**src/rtl/insmem_loader.sv**
```systemverilog
// insmem_loader: streams a program into instruction memory, holding the CPU in halt until loaded.
// Optional trailing-checksum verification is built when INSMEM_LOADER_CHECKSUM_EN is defined.
module insmem_loader #(
  parameter int DEPTH = 400
) (
  input  logic        clk,
  input  logic        reset,
  input  logic        start,
  input  logic [8:0]  len,
  input  logic        in_valid,
  input  logic [7:0]  in_data,
  output logic        in_ready,
  output logic        mem_we,
  output logic [31:0] mem_addr,
  output logic [7:0]  mem_wdata,
  output logic        cpu_halt,
  output logic        done,
  output logic        err,
  output logic [8:0]  byte_count
);

  typedef enum logic [2:0] {
    S_IDLE  = 3'd0,
    S_LOAD  = 3'd1,
`ifdef INSMEM_LOADER_CHECKSUM_EN
    S_CHECK = 3'd2,
`endif
    S_DONE  = 3'd3,
    S_ERROR = 3'd4
  } state_t;

  localparam logic [9:0] LP_DEPTH = 10'(DEPTH);

  state_t      r_state;
  logic [8:0]  r_len;
  logic [8:0]  r_count;
  logic        r_ready;
  logic        r_we;
  logic [31:0] r_addr;
  logic [7:0]  r_wdata;
  logic        r_halt;
  logic        r_done;
  logic        r_err;
`ifdef INSMEM_LOADER_CHECKSUM_EN
  logic [7:0]  r_sum;
`endif

  logic w_len_bad;
  logic w_accept;
  logic w_last;

  assign w_len_bad = (len == 9'd0) ||
                     ({1'b0, len} > LP_DEPTH);
  assign w_accept  = in_valid && r_ready;
  assign w_last    = ((r_count + 9'd1) == r_len);

  assign in_ready   = r_ready;
  assign mem_we     = r_we;
  assign mem_addr   = r_addr;
  assign mem_wdata  = r_wdata;
  assign cpu_halt   = r_halt;
  assign done       = r_done;
  assign err        = r_err;
  assign byte_count = r_count;

  // Load FSM with all outputs registered; write pulse trails each accepted byte by one cycle
  always_ff @(posedge clk or posedge reset) begin
    if (reset) begin
      r_state <= S_IDLE;
      r_len   <= 9'd0;
      r_count <= 9'd0;
      r_ready <= 1'b0;
      r_we    <= 1'b0;
      r_addr  <= 32'd0;
      r_wdata <= 8'd0;
      r_halt  <= 1'b1;
      r_done  <= 1'b0;
      r_err   <= 1'b0;
`ifdef INSMEM_LOADER_CHECKSUM_EN
      r_sum   <= 8'd0;
`endif
    end else begin
      r_we <= 1'b0;
      unique case (r_state)
        S_IDLE, S_DONE, S_ERROR: begin
          if (start) begin
            r_done <= 1'b0;
            r_halt <= 1'b1;
            if (w_len_bad) begin
              r_state <= S_ERROR;
              r_err   <= 1'b1;
              r_ready <= 1'b0;
            end else begin
              r_state <= S_LOAD;
              r_len   <= len;
              r_count <= 9'd0;
              r_err   <= 1'b0;
              r_ready <= 1'b1;
`ifdef INSMEM_LOADER_CHECKSUM_EN
              r_sum   <= 8'd0;
`endif
            end
          end
        end
        S_LOAD: begin
          if (w_accept) begin
            r_we    <= 1'b1;
            r_addr  <= {23'd0, r_count};
            r_wdata <= in_data;
            r_count <= r_count + 9'd1;
`ifdef INSMEM_LOADER_CHECKSUM_EN
            r_sum   <= r_sum + in_data;
            if (w_last) begin
              r_state <= S_CHECK;
            end
`else
            if (w_last) begin
              r_state <= S_DONE;
              r_ready <= 1'b0;
              r_done  <= 1'b1;
              r_halt  <= 1'b0;
            end
`endif
          end
        end
`ifdef INSMEM_LOADER_CHECKSUM_EN
        S_CHECK: begin
          if (w_accept) begin
            r_ready <= 1'b0;
            if (in_data == r_sum) begin
              r_state <= S_DONE;
              r_done  <= 1'b1;
              r_halt  <= 1'b0;
            end else begin
              r_state <= S_ERROR;
              r_err   <= 1'b1;
            end
          end
        end
`endif
        default: begin
          r_state <= S_IDLE;
          r_ready <= 1'b0;
          r_halt  <= 1'b1;
        end
      endcase
    end
  end

endmodule
```
**config.mk**
```make
export PLATFORM = sky130hd
export DESIGN_NAME = insmem_loader
export DESIGN_NICKNAME = d
export VERILOG_FILES = /design/src/rtl/insmem_loader.sv
export SDC_FILE = /design/constraint.sdc
export NUM_CORES = 1
export LEC_CHECK = 0
export ABC_CLOCK_PERIOD_IN_PS = 2660
export CAP_MARGIN = 20
export CORE_ASPECT_RATIO = 0.75
export CORE_MARGIN = 2
export CORE_UTILIZATION = 46
export CTS_CLUSTER_SIZE = 16
export DETAILED_ROUTE_END_ITERATION = 16
export GPL_TIMING_DRIVEN = 0
export PLACE_DENSITY = 0.8
export SYNTH_ARGS = -nofsm -noshare
export SYNTH_HDL_FRONTEND = slang
export SYNTH_SLANG_ARGS = --single-unit
```
**constraint.sdc**
```tcl
create_clock -name clk -period 2.66 [get_ports clk]
set_input_delay 0.266 -clock clk [delete_from_list [all_inputs] [get_ports clk]]
set_output_delay 0.266 -clock clk [all_outputs]
set_load 0.02 [all_outputs]
```
Word-level counts from Yosys, hierarchy flattened --
Index checks and enable logic that the tools add are counted.
Cells by class: reductions and logical operators 12, multiplexer cells 23, equality and inequality tests 8, $lt $le $gt $ge 1, add/sub/neg operators 1, bitwise logic cells 1
Operators with widths (count):
- 9-bit two-way mux | 3
- 9-bit one-hot mux with 2 select lines | 1
- 3-bit two-way mux | 4
- 1-bit two-way mux | 11
- 9-bit by 1-bit adder with 9-bit output (second input constant) | 1
- 9-bit equality test | 1
- 9-bit > comparator (second input constant) | 1
- 9-bit zero test | 1
- 2-bit != test (second input constant) | 4
- 4-bit AND reduction | 2
- 1-bit one-hot mux with 2 select lines | 3
- 3-bit one-hot mux with 2 select lines | 1
- 3-bit AND reduction | 2
- 2-bit AND reduction | 2
- 3-bit by 1-bit equality test with 1-bit output (second input constant) | 1
- 3-bit by 2-bit equality test with 1-bit output (second input constant) | 1
- 3-bit equality test (second input constant) | 1
- 3-bit zero test | 1
- 3-bit OR reduction | 1
- 2-bit nonzero test | 1
- 1-bit logical AND | 1
- 1-bit logical OR | 1
- 1-bit inverter | 1
Word-level totals: input port bits 21, output and inout bits 54, flip-flop bits (word level) 43, word-level logic and storage cells 56

Depth between registers and ports, before layout --
Gate-level depths: netlist of the first run.
word-level depth 5, gate-level depth with buffers 8, mapped depth without buffers 7

Worst setup path after synthesis of the first run --
OpenSTA, ideal clock, no wires.
path type register to register, start register r_count[0], in the netlist byte_count[0], end register r_halt, in the netlist cpu_halt, cell stages (with the launch flop) 9, setup time 85 ps, clock period less this slack 2303 ps, required time 2575 ps, setup slack 357 ps, path buffers 1, arrival 2218 ps, path through dfrtp_1 -> ha_1 -> and3_1 -> clkbuf_1 -> nand3_1 -> nor3_1 -> a21oi_1 -> or4_1 -> o2bb2ai_1
Between the ends: cells in the longest elaborated chain, start to end 4
Ends and longest elaborated chain:
- start, declared | line 36 | logic [8:0] r_count;
- start signal, assigned | line 110 | r_count <= r_count + 9'd1;
- 9-bit by 1-bit adder with 9-bit output | line 55 | assign w_last = ((r_count + 9'd1) == r_len);
- 9-bit equality test | line 55
- 2-bit != test (no source line)
- 3-bit AND reduction (no source line)
- end signal, assigned | line 76 | r_halt <= 1'b1;
- end signal, assigned | line 88 | r_halt <= 1'b1;
- end signal, assigned | line 121 | r_halt <= 1'b0;
- end, declared | line 41 | logic r_halt;
No other way between the ends. A chain may end at the register's enable or synchronous reset.

Final worst setup path of the first run --
Ends and elaborated chain as after synthesis.

==> key figures, run 1 <==
Critical path
  – Worst Setup End Kind: flop
  – CP endpoint: cpu_halt
  – R2R cell count: 8
  – CP Launch Type: flop
  – Reg2reg setup slack: 0.17 ns
  – Required @ worst endpoint: ~2.9 ns
  – Critical Path Start: byte_count[0]
  – RR Endpoint: cpu_halt
  – Setup CP Type: reg2reg
  – R2R Path Start: byte_count[0]
  – Worst EP arrival: between 2 and 3 ns
  – Critical path peak fanout: 9

Outcome
  – Status: finished, final reports clean

Finish
  – Synth-to-Final Area Change: 33.02%
  – ANT cells: 0
  – Design Area, Final: approximately 3000 um^2
  – Net count, final: 350
  – Share of post-route cells with drive strength above 1: between 10% and 20%

Synthesis
  – Post-Synth Adder-Cell Area: less than 1%
  – Synth area leader: dfrtp_1
  – Avg Inst Size Synth: between 9 and 10 um^2
  – Post-synthesis sequential area ratio: between 40% and 50%
  – Synth cell types: 43
  – Synth area leaders: dfrtp_1 (46%), nand2_1 (11%), buf_4 (7.6%)
  – Most frequent cell after synthesis: nand2_1
  – Post-Synthesis Cell Area: roughly 2300 um^2
  – Post-synthesis mux area share: about 4.4%
  – Post-Synthesis Cells: between 200 and 250
  – Post-synth top area share: between 40 and 50%
  – Simple-Gate Fraction of Synth Area: 20.37%
  – Synth Area in Compound Gates: between 10% and 20%
  – Ys async rst share: 100.0%
  – YS warnings: 0
  – XOR/XNOR share of the synthesized area: between 4 and 5%
  – Top cells by count, synth: nand2_1 (64), dfrtp_1 (42), buf_4 (23), o21ai_0 (15)
  – Register bit total from synthesis: 43
  – Most used flip-flop cell after synthesis: dfrtp_1
  – Number of synthesized flops with an enable pin: 0
  – Largest family of logic cells by synthesized area: simple AND/OR/NAND/NOR gates

STA
  – RSZ-0062 raised after global routing: false
  – Skew final: ~0.0062 ns
  – Final worst-path cycle share: between 90 and 100%
  – Slew HR: 42.35%
  – Final hold vios: 0
  – Final WS setup: 0.1712 ns
  – Setup Viol. Count Final: 0
  – Fmax achieved: approximately 0.40 GHz
  – Slew @ Worst Pin: between 0.8 and 0.9 ns
  – Final Critical Period: ~2.5 ns
  – Max Slew Vio Count: 0

Pwr
  – Power, Total: between 2 and 3 mW
  – P_leak: about 1.4 nW
  – Maximum vdd drop: 552.0 uV
  – Power per cell area: slightly below 900 nW/um^2

Drt
  – Routed via count: between 1,500 and 2,000
  – DRT iter0 DRCs: 120
  – Vias/cell: 4.923
  – Post-route DRC violation count: 0
  – Antenna Nets Post-Route: 0
  – Drt wl/cell: 12.77 um
  – Post-Route WL: 4966 um
  – TritonRoute pass-1 iters: 5

CTS
  – Reg clk slew, reported paths: about 0.080 ns
  – Clk buf depth: 2
  – Worst skew pair latency: approximately 0.3 ns
  – Hold-fix buffer count after cts: 0
  – CTS Buf Count: 5
  – Post-CTS Setup Repair Bufs: 0
  – Sink Count: 43
  – TritonCTS clock tree: done
  – Post-CTS resize count: 0
  – Clk root buf: clkbuf_8
  – H-tree depth: 2

GRT
  – Global route total overflow: 0
  – Vias in the first global route: 1,725
  – GRT Util Overall: 18.76%
  – Initial antenna violation count: 0
  – Largest net degree at the start of global routing: 44
  – First-pass GRT wire length: 8093 um

Floorplan
  – I/O pins: between 70 and 80
  – Starting Density: between 40 and 50%
  – DIE WIDTH: 85.38 um
  – Chip Height: ~65 um
  – FP Rows: 22
  – Die area: ~5600 um^2
  – Core outline area: between 4000 and 5000 um^2

Min path
  – Worst min path class: in2async

Placement
  – Routability congestion estimate: around 0.84
  – Detail Placement HPWL: approximately 3700 um
  – Placed Instance Area: a little under 3000 um^2
  – PortBufs: 51
  – Post-Place Worst Slack: -0.09775 ns

Job
  – Max cap viols: 0
-- metal layers --
metal  track usage, %  wire length [um]
met2            29.39              2187
met3            5.478               404
met1            24.33              2300
met5                0                 0
met4            7.937                73
-- kinds of logic (layout without fill, tap and decap cells) --
| logic type | after synthesis | after routing |
|---|---|---|
| compound gates | 42 | 42 |
| xor+xnor | 11 | 11 |
| fa+ha+maj | 1 | 1 |
| buf+inv | 40 | 99 |
| flops | 43 | 43 |
| mux | 9 | 9 |
| other cells | 1 | 23 |
| simple gates | 101 | 101 |
-- power by group --
group | internal [mW] | leakage, nW | switching, mW | total (mW)
Sequential | 0.868 | 0.544 | 0.166 | 1.03
Clock | 0.180 | 0.0477 | 0.224 | 0.404
Combinational | 0.559 | 0.843 | 0.641 | 1.20
-- worst min path at each step --
stage / end / slack (ns) / start / cells past startpoint
2_1_floorplan: mem_wdata[0] / 0.37 / in_data[0] / 2
3_3_place_gp: mem_wdata[0] / 0.46 / mem_wdata[0] / 2
3_5_place_dp: mem_addr[3] / 0.46 / mem_addr[3] / 2
4_1_cts: mem_wdata[2] / 0.48 / in_data[2] / 3
5_1_grt: mem_wdata[7] / 0.50 / in_data[7] / 3
6_report: mem_addr[0] / 0.46 / reset / 2
-- flip-flops by register name, indices dropped and copies added, names as in the netlist --
name and count:
mem_we 1, in_ready 1, err 1, mem_wdata 8, r_state 3, cpu_halt 1, done 1, r_len 9
mem_addr 9, byte_count 9
-- placed cells by master (no fill, tap or decap), drive strengths merged, types with 4 or more instances in the layout --
master / count
a21oi: 7
and3: 5
buf: 27
clkbuf: 13
clkdlybuf4s50: 51
conb: 23
dfrtp: 42
inv: 5
mux2: 9
nand2: 64
nand3: 6
nor2: 5
nor3: 4
o21ai: 15
o31ai: 5
xnor2: 8
-- per-stage QoR --
step / cells / hold WS [ns] / setup TNS (ns) / utilization (%)
floorplan: 270 / 0.3714 / 0 / -
global placement: 381 / 0.4574 / -0.5358 / 60.95
global route: 389 / 0.4975 / 0 / 62.73
detailed placement: 381 / 0.4637 / -0.5428 / 60.95
CTS: 389 / 0.4767 / 0 / 62.68
finish: 389 / 0.4581 / 0 / 62.73
-- critical path, stage by stage, from the launching register on --
cell	delay, ns
dfrtp_1	0.53
ha_2	0.31
and3_1	0.17
clkbuf_1	0.21
nand3_1	0.17
nor3_1	0.22
a21oi_1	0.08
or4_1	0.55
o2bb2ai_1	0.17
-- area by class of cell --
| cell class | count | area (um^2) |
|---|---|---|
| sequential | 43 | 1077 |
| timing repair buffer | 51 | 510.5 |
| inverter | 5 | 18.77 |
| fill | 411 | 1805 |
| tap | 60 | 75.07 |
| clock buffer | 5 | 68.82 |
| clock inverter | 3 | 15.01 |
| buffer | 35 | 229.0 |
| multi-input combinational | 187 | 1045 |
No activity file was read; power rests on OpenSTA's default activity.
==> run 2, diff against run 1 <==
- ABC_CLOCK_PERIOD_IN_PS: 2660 -> 2780
- REMOVE_ABC_BUFFERS: unset -> 1
- clock period: 2.66 -> 2.78 ns (I/O delays scaled with it)
==> run 2 against run 1 <==
Maximum frequency is 1.3% higher. First-iteration DRC count decreased by 34%. Die area is the same. Clock skew about the same. Critical endpoint unchanged. Setup slack improved by 0.15 ns. Wire length fell by 2.9%. Combinational power is 10% lower. Sequential power about the same. Clock power increased by 2%. Final cell count shrank 6.9%.
==> key figures, run 2 (synthesis results as in run 1) <==
Pwr
  – P_leak: 1.313 nW
  – Maximum vdd drop: 471.7 uV
  – Internal: 1.533 mW
  – Power, Total: 2.503 mW
  – Comb pwr share: between 40% and 50%
  – Psw: 0.9695 mW
  – Share of power burned in registers: between 40 and 50%
  – Net Sw Frac: roughly 39%
  – Power per cell area: just under 900 nW/um^2
  – Clk pwr share: about 17%

Critical path
  – Crit-path slowest cell: or4_1
  – Setup CP Type: reg2reg
  – Crit-path leading delay family: simple AND/OR/NAND/NOR gates
  – Worst Setup End Kind: flop
  – R2R Path Start: byte_count[0]
  – CP Launch Type: flop
  – Max incr delay on CP: 0.56 ns
  – CP cell instances: ha_1, and3_1, nand3_1, nor3_1, a21oi_1, or4_1, o2bb2ai_1
  – Critical Path Start: byte_count[0]
  – Critical path peak fanout: 9
  – Critical path buffer and inverter count: 0
  – RR Endpoint: cpu_halt
  – R2R cell count: 7
  – Reg2reg setup slack: ~0.32 ns
  – Required @ worst endpoint: approximately 3 ns
  – Worst EP arrival: around 2.7 ns

Floorplan
  – Chip Height: 65.04 um
  – I/O pins: 75
  – Die area: around 5600 um^2
  – FP Rows: 22
  – Core outline area: just under 5000 um^2
  – DIE WIDTH: 85.38 um
  – Starting Density: a little under half

STA
  – Skew final: 0.006219 ns
  – Hold WS: 0.4730 ns
  – Setup Viol. Count Final: 0
  – Final hold vios: 0
  – Final worst-path cycle share: roughly nine tenths
  – Final Critical Period: about 2.5 ns
  – Slew HR: between 40% and 50%
  – Slew @ Worst Pin: around 0.9 ns
  – RSZ-0062 raised after global routing: false
  – Final WS setup: 0.3230 ns
  – Setup TNS: 0 ns
  – Fmax achieved: between 0.4 and 0.5 GHz
  – Max Slew Vio Count: 0

Drt
  – Met2 Wirelength: about 2300 um
  – Met1 Routed Length: approximately 2200 um
  – Vias/cell: 5.149
  – Antenna Nets Post-Route: 0
  – DRT iter0 DRCs: roughly 80
  – Post-Route WL: between 4000 and 5000 um
  – Top routing layer used: met4
  – Routed wl met3: about 320 um
  – Post-route DRC violation count: 0
  – Routed via count: 1,864
  – TritonRoute pass-1 iters: 4
  – Drt wl/cell: around 13 um

Finish
  – Most frequent cells in the layout: nand2_1 (63), clkdlybuf4s50_1 (51), dfrtp_1 (42)
  – Commonest non-fill, non-tap cell in the layout: nand2_1
  – Share of post-route cells with drive strength above 1: 8.278%
  – Fillers: between 400 and 500
  – Final cell count without fillers: roughly 360
  – ANT cells: 0
  – Net count, final: approximately 320
  – Synth-to-Final Area Change: 26.01%

Min path
  – Worst min path class: reg2reg
  – Min-delay src: done
  – Hold endpoint: done
  – Worst Hold Depth: 2

Outcome
  – Status: finished, final reports clean

CTS
  – Clk root buf: clkbuf_8
  – Reg clk slew, reported paths: roughly 0.08 ns
  – Sink Count: 43
  – Hold-fix buffer count after cts: 0
  – TritonCTS clock tree: done
  – Worst skew pair latency: around 0.30 ns
  – H-tree depth: 2
  – CTS Buf Count: 5
  – Clk buf depth: 2

Placement
  – Detail Placement HPWL: approximately 3300 um
  – PortBufs: 51
  – Placed cells: ~350
  – Routability congestion estimate: around 0.78
  – Post-Place Worst Slack: -0.3520 ns

GRT
  – Initial antenna violation count: 0
  – Largest net degree at the start of global routing: between 40 and 50
  – Vias in the first global route: between 1,500 and 2,000
  – Global route total overflow: 0
  – GRT Util Overall: a little under a fifth
  – First-pass GRT wire length: approximately 8000 um

Job
  – Max cap viols: 0
==> run 2: layout make-up <==
| type | instances | area [um^2] | share of cell area (%) |
|---|---|---|---|
| Multi-Input combinational cell | 187 | 1045 | 36.29 |
| Sequential cell | 43 | 1077 | 37.42 |
| Clock inverter | 1 | 5.005 | 0.1738 |
| Timing Repair Buffer | 58 | 563.0 | 19.56 |
| Timing Repair inverter | 1 | 5.005 | 0.1738 |
| Tap cell | 60 | 75.07 | 2.608 |
| Inverter | 5 | 22.52 | 0.7823 |
| Clock buffer | 7 | 86.33 | 2.999 |
==> run 2: timing repair <==
action,4_1_cts,5_1_grt
gates resized for setup,2,0
pin swaps,0,1
setup endpoints to repair,7,7
buffers inserted,0,7
gates cloned,0,1
==> run 2: per-layer routing <==
metal	vias up	global-route usage, %
met3	4	5.605
met5	-	0
met2	61	29.88
met4	0	4.762
met1	894	25.02
li1	905	-
==> run 2: power by group through the flow <==
stage               Combinational [mW]  Sequential [mW]  Clock, mW
global placement                  1.04             1.01          0
global route                      1.20             1.05      0.456
CTS                               1.07             1.01      0.424
finish                            1.08             1.01      0.413
floorplan                        0.483             1.15          0
detailed placement                1.07             1.02          0
==> run 2: tightest hold or removal path, cell delays in order (launching register included) <==
cell and delay, ns:
dfrtp_1 0.35, nand2_1 0.05, nand2_1 0.05
==> run 2: through the flow <==
step | utilization, % | cell area [um^2]
final | 59.43 | 2879
after global routing | 59.43 | 2879
after CTS | 58.24 | 2821
after detailed placement | 56.22 | 2724
after global placement | 56.22 | 2724
after floorplan | - | 2138
==> run 2: how the worst max path moves through the flow <==
stage | depth (start not counted) | slack, ns | endpoint
final | 7 | 0.32 | cpu_halt
after global routing | 7 | 0.08 | byte_count[4]
after CTS | 7 | 0.02 | byte_count[5]
after detailed placement | 7 | -0.35 | byte_count[5]
after global placement | 7 | -0.33 | byte_count[3]
after floorplan | 7 | 0.44 | byte_count[7]
==> run 3, diff against run 2 <==
- CAP_MARGIN: 20 -> 10
==> results of run 3 <==
Final layout, timing and power as in run 2 (identical DEF).
